--- config.mk ---
export PLATFORM = sky130hd
export DESIGN_NAME = rv_fetch_ctrl
export DESIGN_NICKNAME = d
export VERILOG_FILES = /design/src/rtl/rv_fetch_ctrl.sv
export SDC_FILE = /design/constraint.sdc
export NUM_CORES = 1
export LEC_CHECK = 0
export ABC_AREA = 1
export CAP_MARGIN = 10
export CORE_MARGIN = 4
export CORE_UTILIZATION = 46
export DETAILED_ROUTE_END_ITERATION = 12
export PLACE_DENSITY = 0.82
export SLEW_MARGIN = 5
export SYNTH_ARGS = -nofsm -noshare
export SYNTH_HDL_FRONTEND = slang
export SYNTH_SLANG_ARGS = --single-unit
--- constraint.sdc ---
create_clock -name i_clk -period 2.2 [get_ports i_clk]
set_input_delay 0.22 -clock i_clk [delete_from_list [all_inputs] [get_ports i_clk]]
set_output_delay 0.22 -clock i_clk [all_outputs]
set_load 0.05 [all_outputs]
--- src/rtl/rv_fetch_ctrl.sv ---
`default_nettype none
// ============================================================================
// Module   : rv_fetch_ctrl
// Purpose  : Fetch-side controller for the instruction fetch buffer. Owns the
//            fetch PC and issues word-aligned bus reads while the buffer has
//            room. Live responses go to the buffer with the halfword-offset
//            flag, and the PC advances by the buffer-reported increment.
//            After a redirect, responses to earlier requests are counted as
//            stale and dropped.
// Revision : 1.0 - initial release
// ----------------------------------------------------------------------------
// Ports
//   i_clk, i_reset          clock; synchronous active-high reset
//   i_pc_select/i_pc_target redirect strobe and target
//   i_free_dword_or_more    buffer has room for two or more halfwords
//   i_pc_incr               fetch-PC advance for the current push (2 or 4)
//   o_bus_req/o_bus_addr    read address phase (address word aligned)
//   i_bus_gnt               address phase accepted
//   i_bus_ack/i_bus_rdata   in-order read data return
//   o_ack/o_data            live response to the buffer
//   o_fetch_pc1             only the high halfword of the word is wanted
//   o_pc_select             buffer flush (redirect or reset)
//   o_fetch_pc_next         buffer PC load value
//   o_busy                  bus reads outstanding
// ============================================================================
module rv_fetch_ctrl #(
    parameter logic [31:0] RESET_PC        = 32'h0000_0000,
    parameter int          MAX_OUTSTANDING = 2
) (
    input  logic        i_clk,
    input  logic        i_reset,
    input  logic        i_pc_select,
    input  logic [31:0] i_pc_target,
    input  logic        i_free_dword_or_more,
    input  logic [31:0] i_pc_incr,
    output logic        o_bus_req,
    output logic [31:0] o_bus_addr,
    input  logic        i_bus_gnt,
    input  logic        i_bus_ack,
    input  logic [31:0] i_bus_rdata,
    output logic        o_ack,
    output logic [31:0] o_data,
    output logic        o_fetch_pc1,
    output logic        o_pc_select,
    output logic [31:0] o_fetch_pc_next,
    output logic        o_busy
);

    localparam int            CW    = $clog2(MAX_OUTSTANDING + 1);
    localparam logic [CW-1:0] C_MAX = CW'(MAX_OUTSTANDING);
    localparam logic [CW-1:0] C_ONE = CW'(1);

    typedef enum logic [1:0] {
        ST_IDLE = 2'd0,
        ST_REQ  = 2'd1,
        ST_WAIT = 2'd2
    } state_t;

    state_t        r_state_q,     w_state_d;
    logic [31:0]   r_fetch_pc_q,  w_fetch_pc_d;
    logic [31:0]   r_addr_q,      w_addr_d;
    logic [CW-1:0] r_outst_q,     w_outst_d;
    logic [CW-1:0] r_stale_q,     w_stale_d;
    // Pending request was overtaken by a redirect; it still has to be
    // granted (address phase is never withdrawn) but its data is discarded.
    logic          r_req_stale_q, w_req_stale_d;

    logic w_gnt;
    logic w_ack_any;
    logic w_ack_stale;
    logic w_ack_live;

    always_comb begin
        w_gnt       = (r_state_q == ST_REQ) && i_bus_gnt;
        // Guard against a spurious ack so the counters can never wrap.
        w_ack_any   = i_bus_ack && (r_outst_q != '0);
        // Acks return in order, so while stale requests remain the ack is
        // one of theirs.
        w_ack_stale = w_ack_any && (r_stale_q != '0);
        w_ack_live  = w_ack_any && (r_stale_q == '0) &&
                      (r_state_q == ST_WAIT) && !i_pc_select;
    end

    always_comb begin
        w_state_d     = r_state_q;
        w_fetch_pc_d  = r_fetch_pc_q;
        w_addr_d      = r_addr_q;
        w_outst_d     = r_outst_q;
        w_stale_d     = r_stale_q;
        w_req_stale_d = r_req_stale_q;

        case ({w_gnt, w_ack_any})
            2'b10:   w_outst_d = r_outst_q + C_ONE;
            2'b01:   w_outst_d = r_outst_q - C_ONE;
            default: w_outst_d = r_outst_q;
        endcase

        if (i_pc_select) begin
            // Everything in flight after this cycle belongs to the old path.
            w_stale_d = w_outst_d;
        end else begin
            if (w_gnt && r_req_stale_q) begin
                w_stale_d = w_stale_d + C_ONE;
            end
            if (w_ack_stale) begin
                w_stale_d = w_stale_d - C_ONE;
            end
        end

        if (i_pc_select) begin
            w_fetch_pc_d = i_pc_target;
        end else if (w_ack_live) begin
            w_fetch_pc_d = r_fetch_pc_q + i_pc_incr;
        end

        case (r_state_q)
            ST_IDLE: begin
                if (i_free_dword_or_more && (r_outst_q < C_MAX) && !i_pc_select) begin
                    w_state_d     = ST_REQ;
                    w_addr_d      = {r_fetch_pc_q[31:2], 2'b00};
                    w_req_stale_d = 1'b0;
                end
            end
            ST_REQ: begin
                if (i_pc_select) begin
                    w_req_stale_d = 1'b1;
                end
                if (i_bus_gnt) begin
                    w_state_d     = (r_req_stale_q || i_pc_select) ? ST_IDLE : ST_WAIT;
                    w_req_stale_d = 1'b0;
                end
            end
            ST_WAIT: begin
                if (i_pc_select || w_ack_live) begin
                    w_state_d = ST_IDLE;
                end
            end
            default: begin
                w_state_d = ST_IDLE;
            end
        endcase
    end

    always_ff @(posedge i_clk) begin
        if (i_reset) begin
            r_state_q     <= ST_IDLE;
            r_fetch_pc_q  <= RESET_PC;
            r_addr_q      <= {RESET_PC[31:2], 2'b00};
            r_outst_q     <= '0;
            r_stale_q     <= '0;
            r_req_stale_q <= 1'b0;
        end else begin
            r_state_q     <= w_state_d;
            r_fetch_pc_q  <= w_fetch_pc_d;
            r_addr_q      <= w_addr_d;
            r_outst_q     <= w_outst_d;
            r_stale_q     <= w_stale_d;
            r_req_stale_q <= w_req_stale_d;
        end
    end

    // Request, ack and busy are masked during reset so the bus and buffer
    // see a quiet interface in the reset cycle itself.
    assign o_bus_req       = (r_state_q == ST_REQ) && !i_reset;
    assign o_bus_addr      = r_addr_q;
    assign o_ack           = w_ack_live && !i_reset;
    assign o_data          = i_bus_rdata;
    assign o_fetch_pc1     = r_fetch_pc_q[1];
    assign o_pc_select     = i_pc_select || i_reset;
    assign o_fetch_pc_next = i_reset ? RESET_PC : i_pc_target;
    assign o_busy          = (r_outst_q != '0) && !i_reset;

endmodule
`default_nettype wire

==> results_dict.tcl, run 1 <==
set metrics [dict create \
    outcome "completed" \
    h-tree-depth 3 \
    worstHoldPathType "in2reg" \
    cpMostUsedCell "nand2_1" \
    max_clock_freq_ghz 0.515 \
    layout_commonest_cell "nand2_1" \
    power_density_mw_per_mm2 594 \
    critPathMaxFanout 5 \
    nets 1180 \
    worst_pin_slew_ns 0.529 \
    switching_share_pct 35.8 \
    routedWlPerCell_microns 14.0 \
    final_cell_mix "247 x nand2_1, 176 x inv_1, 99 x clkdlybuf4s50_1, 83 x nor2_1, 73 x a21oi_1" \
    grt_first_pass_wirelength_mm 27.4 \
    vias 5913 \
    p_leak_nw 3.61 \
    final_max_slew_viol_count 0 \
    required_ns 2.43 \
    fin_worst_skew_ns 0.00969 \
    cpPeakStageDelay_ns 0.42 \
    critPathTopFamily "simple AND/OR/NAND/NOR gates" \
    start_util_pct 46.9 \
    holdWs_ns 0.385 \
    path_clk_slew_ns 0.06 \
    switchingPower_mw 1.53 \
    seqPwrFrac_pct 32.9 \
    clockBufferDepth 2 \
    fin_crit_sh_pct 88.2 \
    port_buffers 136 \
    regToRegEndpoint "r_fetch_pc_q[31]" \
    drt_iter0_drc 522 \
    setup_ws_ns 0.260 \
    grt-ovfl-total 0 \
    cts_setup_buffers 0 \
    vdd_drop_max_v 0.000268 \
    grt_max_degree 62 \
    hold_start "i_reset" \
    io_pins 203 \
    wl_mm 16.8 \
    path_class "reg2reg" \
    reg2reg_depth 11 \
    place_hpwl_mm 13.6 \
    seq_area_frac_synth_pct 24.6 \
    critPathLaunchType "register" \
    p_comb_share_pct 31.2 \
    grt_pass1_vias 5423 \
    layout-drive-gt1-share_pct 10.1 \
    fillers 1131 \
    antenna_found_initial 0 \
    die_w_microns 118 \
    worstHoldPathCells 3 \
    vias_per_cell 4.94 \
    track_usage_pct 24.0 \
    syn-instance-count 930 \
    cts_tree "done" \
    die-area_sq_mm 0.0140 \
    power.internal_mw 2.75 \
    crit_slowest_cell "dfxtp_1" \
    hold_buffers 0 \
    relSlewSlack_pct 64.6 \
    cts-root-buf "clkbuf_16" \
    clock_sink_count 69 \
    clk_latency_ns 0.34 \
    cts.repair.resized 0 \
    rows 40 \
    syn_area_per_cell_sq_um 6.03 \
    pwr-share-clk_pct 35.9 \
    setup_violations 0 \
    die_y_microns 118 \
    hold_viol 0 \
    r2r-start "r_fetch_pc_q[10]" \
    yosys_register_bits 69 \
    drc_errors 0 \
    dpl.cell_count 1180 \
    synth_cell_types 43 \
    min_to "r_fetch_pc_q[3]" \
    crit_buf_inv 2 \
    place_ws_ns -0.0195 \
    yosysWarnings 0 \
    cts_buffers 9 \
    core_area_sq_mm 0.0120 \
    syn_area_sq_mm 0.00561 \
    drtAntennaViolNets 0 \
    crit_chain "ha_1, nand2_1, inv_1, a21oi_1, inv_1, a21oi_1, nand2_1, nand2_1, nand3_1, nand3_1, nand2_1" \
    final_cells 1196 \
    rsz0062_at_grt "no" \
    rrSetupSlack_ns 0.26 \
    routabilityCongestion 0.937 \
    maxCapViolCount 0 \
    firstDrtPassIters 5 \
    finalCriticalPeriod_ns 1.94 \
    cp-end-kind "register" \
    antennaDiodeCount 0 \
    area_growth_pct 28.4 \
    arrival_ns 2.17 \
]
-- metrics by stage --
step | total power, mW | TNS, ns | utilization, % | area [sq um]
global placement | 2.74 | 0 | 57.6 | 6890
finish | 4.28 | 0 | 60.2 | 7200
global route | 4.49 | 0 | 60.2 | 7200
floorplan | 2.44 | 0 | - | 5610
detailed placement | 2.76 | -0.0575 | 57.6 | 6890
CTS | 4.28 | 0 | 60.2 | 7200
-- how the worst max path moves through the flow --
stage	startpoint	end	slack (ns)	depth (start not counted)
floorplan	r_fetch_pc_q[1]	r_fetch_pc_q[18]	0.33	11
global placement	i_pc_incr[0]	r_fetch_pc_q[18]	0.003	13
detailed placement	i_pc_incr[0]	r_fetch_pc_q[28]	-0.02	12
CTS	r_fetch_pc_q[10]	r_fetch_pc_q[31]	0.30	11
global route	r_fetch_pc_q[12]	r_fetch_pc_q[29]	0.05	12
finish	r_fetch_pc_q[10]	r_fetch_pc_q[31]	0.26	11
-- metal layers --
layer / routed length [microns] / vias to the layer above / global-route usage [%]
li1: - / 3092 / -
met1: 7820 / 2621 / 33.8
met2: 7420 / 181 / 37.8
met3: 1300 / 19 / 5.22
met4: 234 / 0 / 5.21
met5: 0 / - / 0
-- cell families after synthesis --
logic type / count (synthesis) / synth area share [%]
fa+ha+maj: 34 / 7.72
flops: 69 / 24.6
compound gates: 157 / 15.4
simple gates: 421 / 31.6
xor+xnor: 10 / 1.56
buf+inv: 238 / 19.0
other cells: 1 / 0.0669
-- synth_stat cells --
| cell type | count | area (sq um) |
|---|---|---|
| a21boi_0 | 1 | 7.51 |
| a21boi_1 | 1 | 7.51 |
| a21o_1 | 1 | 7.51 |
| a21oi_1 | 73 | 365 |
| a21oi_2 | 1 | 8.76 |
| a22oi_1 | 1 | 7.51 |
| a311oi_1 | 1 | 8.76 |
| a31oi_1 | 5 | 31.3 |
| and2_1 | 2 | 12.5 |
| buf_1 | 2 | 7.51 |
| buf_12 | 1 | 20.0 |
| buf_2 | 2 | 10.0 |
| buf_4 | 37 | 278 |
| buf_6 | 1 | 11.3 |
| clkbuf_1 | 16 | 60.1 |
| conb_1 | 1 | 3.75 |
| dfxtp_1 | 69 | 1380 |
| fa_1 | 1 | 20.0 |
| ha_1 | 33 | 413 |
| inv_1 | 176 | 661 |
| inv_2 | 2 | 7.51 |
| inv_6 | 1 | 8.76 |
| nand2_1 | 247 | 927 |
| nand2_2 | 8 | 50.1 |
| nand2_4 | 1 | 11.3 |
| nand3_1 | 57 | 285 |
| nand3b_1 | 8 | 60.1 |
| nand4_1 | 2 | 12.5 |
| nand4_4 | 1 | 21.3 |
| nor2_1 | 83 | 312 |
| nor2_2 | 2 | 12.5 |
| nor2_4 | 2 | 22.5 |
| nor3_1 | 5 | 25.0 |
| nor3_2 | 1 | 10.0 |
| o211ai_1 | 4 | 30.0 |
| o21ai_0 | 54 | 270 |
| o21ai_1 | 1 | 5.00 |
| o21ai_2 | 7 | 61.3 |
| o21bai_1 | 7 | 52.6 |
| or2_2 | 1 | 6.26 |
| or3_1 | 1 | 6.26 |
| xnor2_1 | 2 | 17.5 |
| xor2_1 | 8 | 70.1 |
-- registers in the layout (all words and copies together), names as in the netlist --
name,cells
o_bus_addr,30
r_fetch_pc_q,32
r_outst_q,2
r_req_stale_q,1
r_stale_q,2
r_state_q,2
-- worst register-to-register path, stage by stage, from the launching register on --
cell and delay, ns:
dfxtp_1 0.42, ha_1 0.32, nand2_1 0.13, inv_1 0.05
a21oi_1 0.21, inv_1 0.06, a21oi_1 0.17, nand2_1 0.13
nand2_1 0.11, nand3_1 0.09, nand3_1 0.09, nand2_1 0.05
-- power by group through the flow --
stage          logic, mW  clock network, mW  registers, mW
2_1_floorplan      0.895                  0           1.55
3_3_place_gp        1.31                  0           1.43
3_5_place_dp        1.32                  0           1.43
4_1_cts             1.33               1.55           1.40
5_1_grt             1.47               1.60           1.42
6_report            1.34               1.54           1.41
-- layout make-up --
class	instances	area, sq um	area share [%]
multi-input cells	624	3170	44.0
repair buffers	161	1480	20.5
clock inverters	6	68.8	0.956
clock buffers	10	239	3.32
well taps	147	184	2.55
flip-flops and latches	69	1380	19.2
inverters	179	677	9.40
Power figures use the tool's default switching activity.
==> inputs of run 2 (changes only) <==
--- a/config.mk
+++ b/config.mk
@@ -11,7 +11,6 @@
 export CORE_UTILIZATION = 46
 export DETAILED_ROUTE_END_ITERATION = 12
 export PLACE_DENSITY = 0.82
-export SLEW_MARGIN = 5
 export SYNTH_ARGS = -nofsm -noshare
 export SYNTH_HDL_FRONTEND = slang
 export SYNTH_SLANG_ARGS = --single-unit
==> results of run 2 <==
Same layout as run 1: the final DEF is identical, and so are final timing and power.
==> edit 1 (settings of run 1) <==
Make the reset (`i_reset`) asynchronous in one clocked block. Comments in the files are not updated.
--- a/src/rtl/rv_fetch_ctrl.sv
+++ b/src/rtl/rv_fetch_ctrl.sv
@@ -142,5 +142,5 @@
     end
 
-    always_ff @(posedge i_clk) begin
+    always_ff @(posedge i_clk or posedge i_reset) begin
         if (i_reset) begin
             r_state_q     <= ST_IDLE;
Function: differs if i_reset is asserted again (counterexample within 4 cycles, from zero or initial values and one cycle with i_reset high); with i_reset held inactive, the same outputs for 4 cycles.
==> edit 1 against run 1 <==
- clock skew shrank 3.3 ps
- highest routed layer unchanged
- global-route usage increased by 1.0 points
- critical path type unchanged
- non-clock buffer count is 7 lower
- sequential cell count is the same
- fmax down 5.5%
- area after synthesis is 3.6% higher
- worst setup slack worse by 110 ps
- wire length up 7.3%
- final area up 9.9%
Power is not compared: it rests on default switching activity, and its combinational part moved more than twofold at a synthesized area within 25%.
==> edit 1: results (changes against run 1) <==
[metrics] setup slack, reg-to-reg: 150 ps (-110 ps)
[metrics] slowest cell on the critical path: fa_1
[metrics] vias in the first global route: 5,695 (+5.0%)
[metrics] global-route met3 utilization: 3.835% (-1.4 points)
[metrics] area of placed instances: 7572 sq um (+9.9%)
[metrics] share of post-route cells with drive strength above 1: 8.118% (-2.0 points)
[metrics] end of the worst hold path: o_data[11]
[metrics] dpl ws: -20.54 ps (-1.065 ps)
[metrics] R2R depth: 10 (-1)
[metrics] hold_ws: 440.0 ps (+55.24 ps)
[metrics] Antenna diodes: 0 (unchanged)
[metrics] startpoint of the most critical hold path: i_bus_rdata[11]
[metrics] GR Layer Usage met2: 39.85% (+2.1 points)
[metrics] Distinct cells, synth: 35 (-19%)
[metrics] placed instance count: 1,199 (+1.6%)
[metrics] number of vias in the routed layout: 6,037 (+2.1%)
[metrics] share of async-settable or async-resettable flops after synthesis: 100.0% (+100 points)
[metrics] HPWL after detailed placement: 14,480 um (+6.2%)
[metrics] length of routed met2 wiring: 8275 um (+11%)
[metrics] Tightest Pin Transition: 549.9 ps (+20.98 ps)
[metrics] fraction of the yosys area taken by sequential cells: 29.72% (+5.1 points)
[metrics] clock skew: 6.419 ps (-3.271 ps)
[metrics] result of the run: finished, final reports clean
[metrics] overall routed net length: 18,000 um (+7.3%)
[metrics] Post-Syn Area per Cell: 6.253 sq um (+3.7%)
[metrics] routed length on met1: 8038 um (+2.8%)
[metrics] number of design-rule violations left by the first detailed-router iteration: 651 (+25%)
[metrics] overall power consumption: 7175 uW
[metrics] prevailing post-synth register cell: dfrtp_1
[metrics] first-pass GRT wire length: 28,970 um (+5.6%)
[metrics] highest net fanout along the worst path: 4 (-1)
[metrics] Synth area leaders: dfrtp_1 (30%), nand2_1 (21%), inv_1 (12%)
[metrics] wire length on met3: 1397 um (+7.9%)
[metrics] top achievable clock speed: 487.0 MHz (-5.5%)
[metrics] worst hold stages: 0 (-3)
[metrics] pin count of the biggest net entering global routing: 70 (+13%)
[metrics] M1 GR Usage: 35.66% (+1.9 points)
[metrics] most numerous cell types in the synthesized netlist: nand2_1 (319), inv_1 (192), nor2_1 (79)
[metrics] last weighted congestion value of the routability-driven placer: 0.9730 (+3.8%)
[metrics] number of search-and-repair iterations in the first detailed-routing pass: 7 (+2)
## edit 1: changes by cell type after synthesis, sizes merged, moves of 36 or more
cell | run 1 | this run
nand2 | 256 | 323
dfrtp | 0 | 69
dfxtp | 69 | 0
o21ai | 62 | 26
a21oi | 74 | 27
## edit 1: layout make-up
| cell class | count | area (sq um) | share of cell area (%) |
|---|---|---|---|
| multi-input combinational | 612 | 3027 | 38.25 |
| timing repair buffer | 154 | 1869 | 23.62 |
| inverter | 196 | 739.5 | 9.345 |
| sequential | 69 | 1727 | 21.82 |
| clock inverter | 6 | 111.4 | 1.407 |
| clock buffer | 10 | 229.0 | 2.894 |
| tap | 168 | 210.2 | 2.657 |
## edit 1: cell families (layout without fill, tap and decap cells)
group                      Yosys count  after routing  share of synthesized area, %
xor gates and xnor gates            15             15                         2.262
adders and majority gates           34             34                         7.452
DFF                                 69             69                         29.72
other                                1              2                       0.06455
AOI/OAI and AO/OA                   88             88                         8.895
buffers and inverters              249            366                         18.65
and+or+nand+nor                    473            473                         32.95
==> edit 2 (settings of run 1) <==
Without the edit above. Change the parameter `MAX_OUTSTANDING` from 2 to 4.
--- a/src/rtl/rv_fetch_ctrl.sv
+++ b/src/rtl/rv_fetch_ctrl.sv
@@ -26,5 +26,5 @@
 module rv_fetch_ctrl #(
     parameter logic [31:0] RESET_PC        = 32'h0000_0000,
-    parameter int          MAX_OUTSTANDING = 2
+    parameter int          MAX_OUTSTANDING = 4
 ) (
     input  logic        i_clk,
Formal check against the unedited RTL: not equivalent (a bounded check fails within 10 cycles, from zero or initial values and one cycle with i_reset high).
==> edit 2 against run 1 <==
- first-iteration DRC count fell by 5.9%
- wire length rose by 10%
- clock power rose by 9.7%
- final area rose by 5.7%
- power rose by 8.6%
- critical path depth did not move
- final cell count rose by 4.9%
- sequential share of layout area fell by 0.49 points
- area after synthesis rose by 4.4%
- sequential cell count rose by 2
- worst setup slack got worse by 140 ps
- non-clock buffer count rose by 17
- combinational power rose by 11%
- largest power group unchanged
==> edit 2: results (changes against run 1) <==
[metrics] result of the run: finished, final reports clean
[metrics] R2R Path End: r_stale_q[1]
[metrics] number of inserted filler cells in the final layout: 1,159 (+2.5%)
[metrics] Post-Syn Area per Cell: 6.153 sq um (+2.1%)
[metrics] area of placed instances: 7243 sq um (+5.1%)
[metrics] fraction of the yosys area taken by sequential cells: 24.29% (-0.35 points)
[metrics] Tot GR Track Use: 25.05% (+1.1 points)
[metrics] share of post-route cells with drive strength above 1: 12.33% (+2.2 points)
[metrics] Largest Register: r_fetch_pc_q
[metrics] Finished Layout Cells: 1,255 (+4.9%)
[metrics] setup slack, reg-to-reg: 120 ps (-140 ps)
[metrics] clock tree root buffer cell: clkbuf_16
[metrics] Reg-to-Reg Start: r_state_q[0]
[metrics] number of design-rule violations left by the first detailed-router iteration: 491 (-5.9%)
[metrics] arrival time worst endpoint: 2360 ps (+190 ps)
[metrics] placed instance count: 1,238 (+4.9%)
[metrics] Post-Route Setup TNS: 0 ps (unchanged)
[metrics] HPWL after detailed placement: 14,620 um (+7.2%)
[metrics] Largest delay share family, worst path: adder cells
[metrics] number of search-and-repair iterations in the first detailed-routing pass: 5 (unchanged)
[metrics] Synth area leaders: dfxtp_1 (24%), nand2_1 (16%), inv_1 (9.1%)
[metrics] R2R depth: 11 (unchanged)
[metrics] Antenna diodes: 0 (unchanged)
[metrics] number of buffer cells added on primary ports: 136 (unchanged)
[metrics] Initial Util: 47.92% (+1.0 points)
[metrics] number of vias in the routed layout: 6,356 (+7.5%)
[metrics] highest net fanout along the worst path: 3 (-2)
[metrics] most numerous cell types in the synthesized netlist: nand2_1 (247), inv_1 (142), nor2_1 (142)
[metrics] clock buffer depth: 2 (unchanged)
[metrics] last weighted congestion value of the routability-driven placer: 0.9383 (about the same)
[metrics] first-pass GRT wire length: 29,600 um (+7.8%)
[metrics] number of setup violations in the final report: 0 (unchanged)
[metrics] Tightest Pin Transition: 617.1 ps (+88.12 ps)
[metrics] number of antenna violations at the first check in global routing: 0 (unchanged)
[metrics] warning count from the yosys run: 0 (unchanged)
[metrics] Tightest Hold Check Type: primary input to output port
[metrics] overall routed net length: 18,480 um (+10%)
[metrics] vias in the first global route: 6,203 (+14%)
[metrics] Distinct cells, synth: 52 (+21%)
[metrics] pin count of the biggest net entering global routing: 58 (-6.5%)
[metrics] maximum level of the CTS H-tree: 3 (unchanged)
[metrics] static power due to leakage: 0.003892 uW (+7.9%)
[metrics] slowest cell on the critical path: fa_1
[metrics] width of the die: 120.8 um (+2.0%)
[metrics] worst hold stages: 0 (-3)
[metrics] hold_ws: 440.0 ps (+55.23 ps)
[metrics] clock skew: 7.909 ps (-1.781 ps)
[metrics] source-to-sink clock delay at the later pin of the worst-skew pair: 340 ps (about the same)
[metrics] end of the worst hold path: o_data[10]
[metrics] largest voltage drop on the vdd net: 0.0005682 V (+110%)
[metrics] flip-flop count of the largest register, all copies and words added: 32 (unchanged)
[metrics] Worst-path clk slew: 60 ps (about the same)
[metrics] startpoint of the most critical hold path: i_bus_rdata[10]
[metrics] clock buffer count from CTS: 9 (unchanged)
edit 2: metal layers:
layer  part of all wire (%)  track usage (%)
met2                     47            43.56
met3                    7.4            6.314
met5                      0                0
met4                    4.3            10.98
met1                     41            29.01
edit 2: layout make-up:
class | count | area [sq um] | area share, %
Clock buffer | 9 | 225.2 | 2.960
Tap cell | 168 | 210.2 | 2.762
Clock inverter | 7 | 120.1 | 1.578
Inverter | 151 | 586.8 | 7.711
Timing Repair Buffer | 178 | 1610 | 21.16
Multi-Input combinational cell | 671 | 3435 | 45.13
Sequential cell | 71 | 1423 | 18.69
edit 2: cell families (layout without fill, tap and decap cells):
family,count (synthesis),after routing,share of synthesized area (%)
compound gates,121,121,11.63
xor+xnor,15,15,2.373
fa+ha+maj,37,37,8.168
buf+inv,210,345,17.23
flops,71,71,24.29
mux,1,1,0.1924
other cells,1,2,0.06408
simple gates,495,495,36.05
edit 2: worst max path at each step:
stage	cells after the start	to	startpoint
3_3_place_gp	13	r_fetch_pc_q[28]	i_pc_incr[0]
4_1_cts	10	o_ack	r_stale_q[0]
5_1_grt	13	r_stale_q[2]	r_state_q[0]
6_report	11	r_stale_q[1]	r_state_q[0]
3_5_place_dp	12	r_fetch_pc_q[16]	i_pc_incr[0]
2_1_floorplan	10	r_fetch_pc_q[16]	r_fetch_pc_q[1]
edit 2: where the power goes:
group	total, uW	switching, uW	internal [uW]
Sequential	1460	81.0	1380
Combinational	1490	925	567
Clock	1690	584	1110
edit 2: timing repair:
item,in CTS,in global routing
setup endpoints to repair,1,5
buffers inserted,1,0
pin swaps,1,2
cloned,0,0
endpoints found under the hold margin,0,0
resized for setup,0,6
edit 2: through the flow:
stage               utilization [%]  setup WS [ps]  power [uW]
CTS                           62.20          25.64        4653
finish                        62.32          115.2        4647
floorplan                         -          200.9        2582
global placement              59.31         -139.1        2933
detailed placement            59.31         -166.2        2957
global route                  62.32         -31.40        4880
edit 2: worst register-to-register path: stages, from the launching register on:
cell and delay [ps]:
dfxtp_1 380, inv_2 70, nor2_2 150, inv_2 90, nor2_8 80, inv_1 50, ha_1 160, inv_1 90
fa_1 410, o21ai_0 280, o21ai_0 140, a21oi_2 120
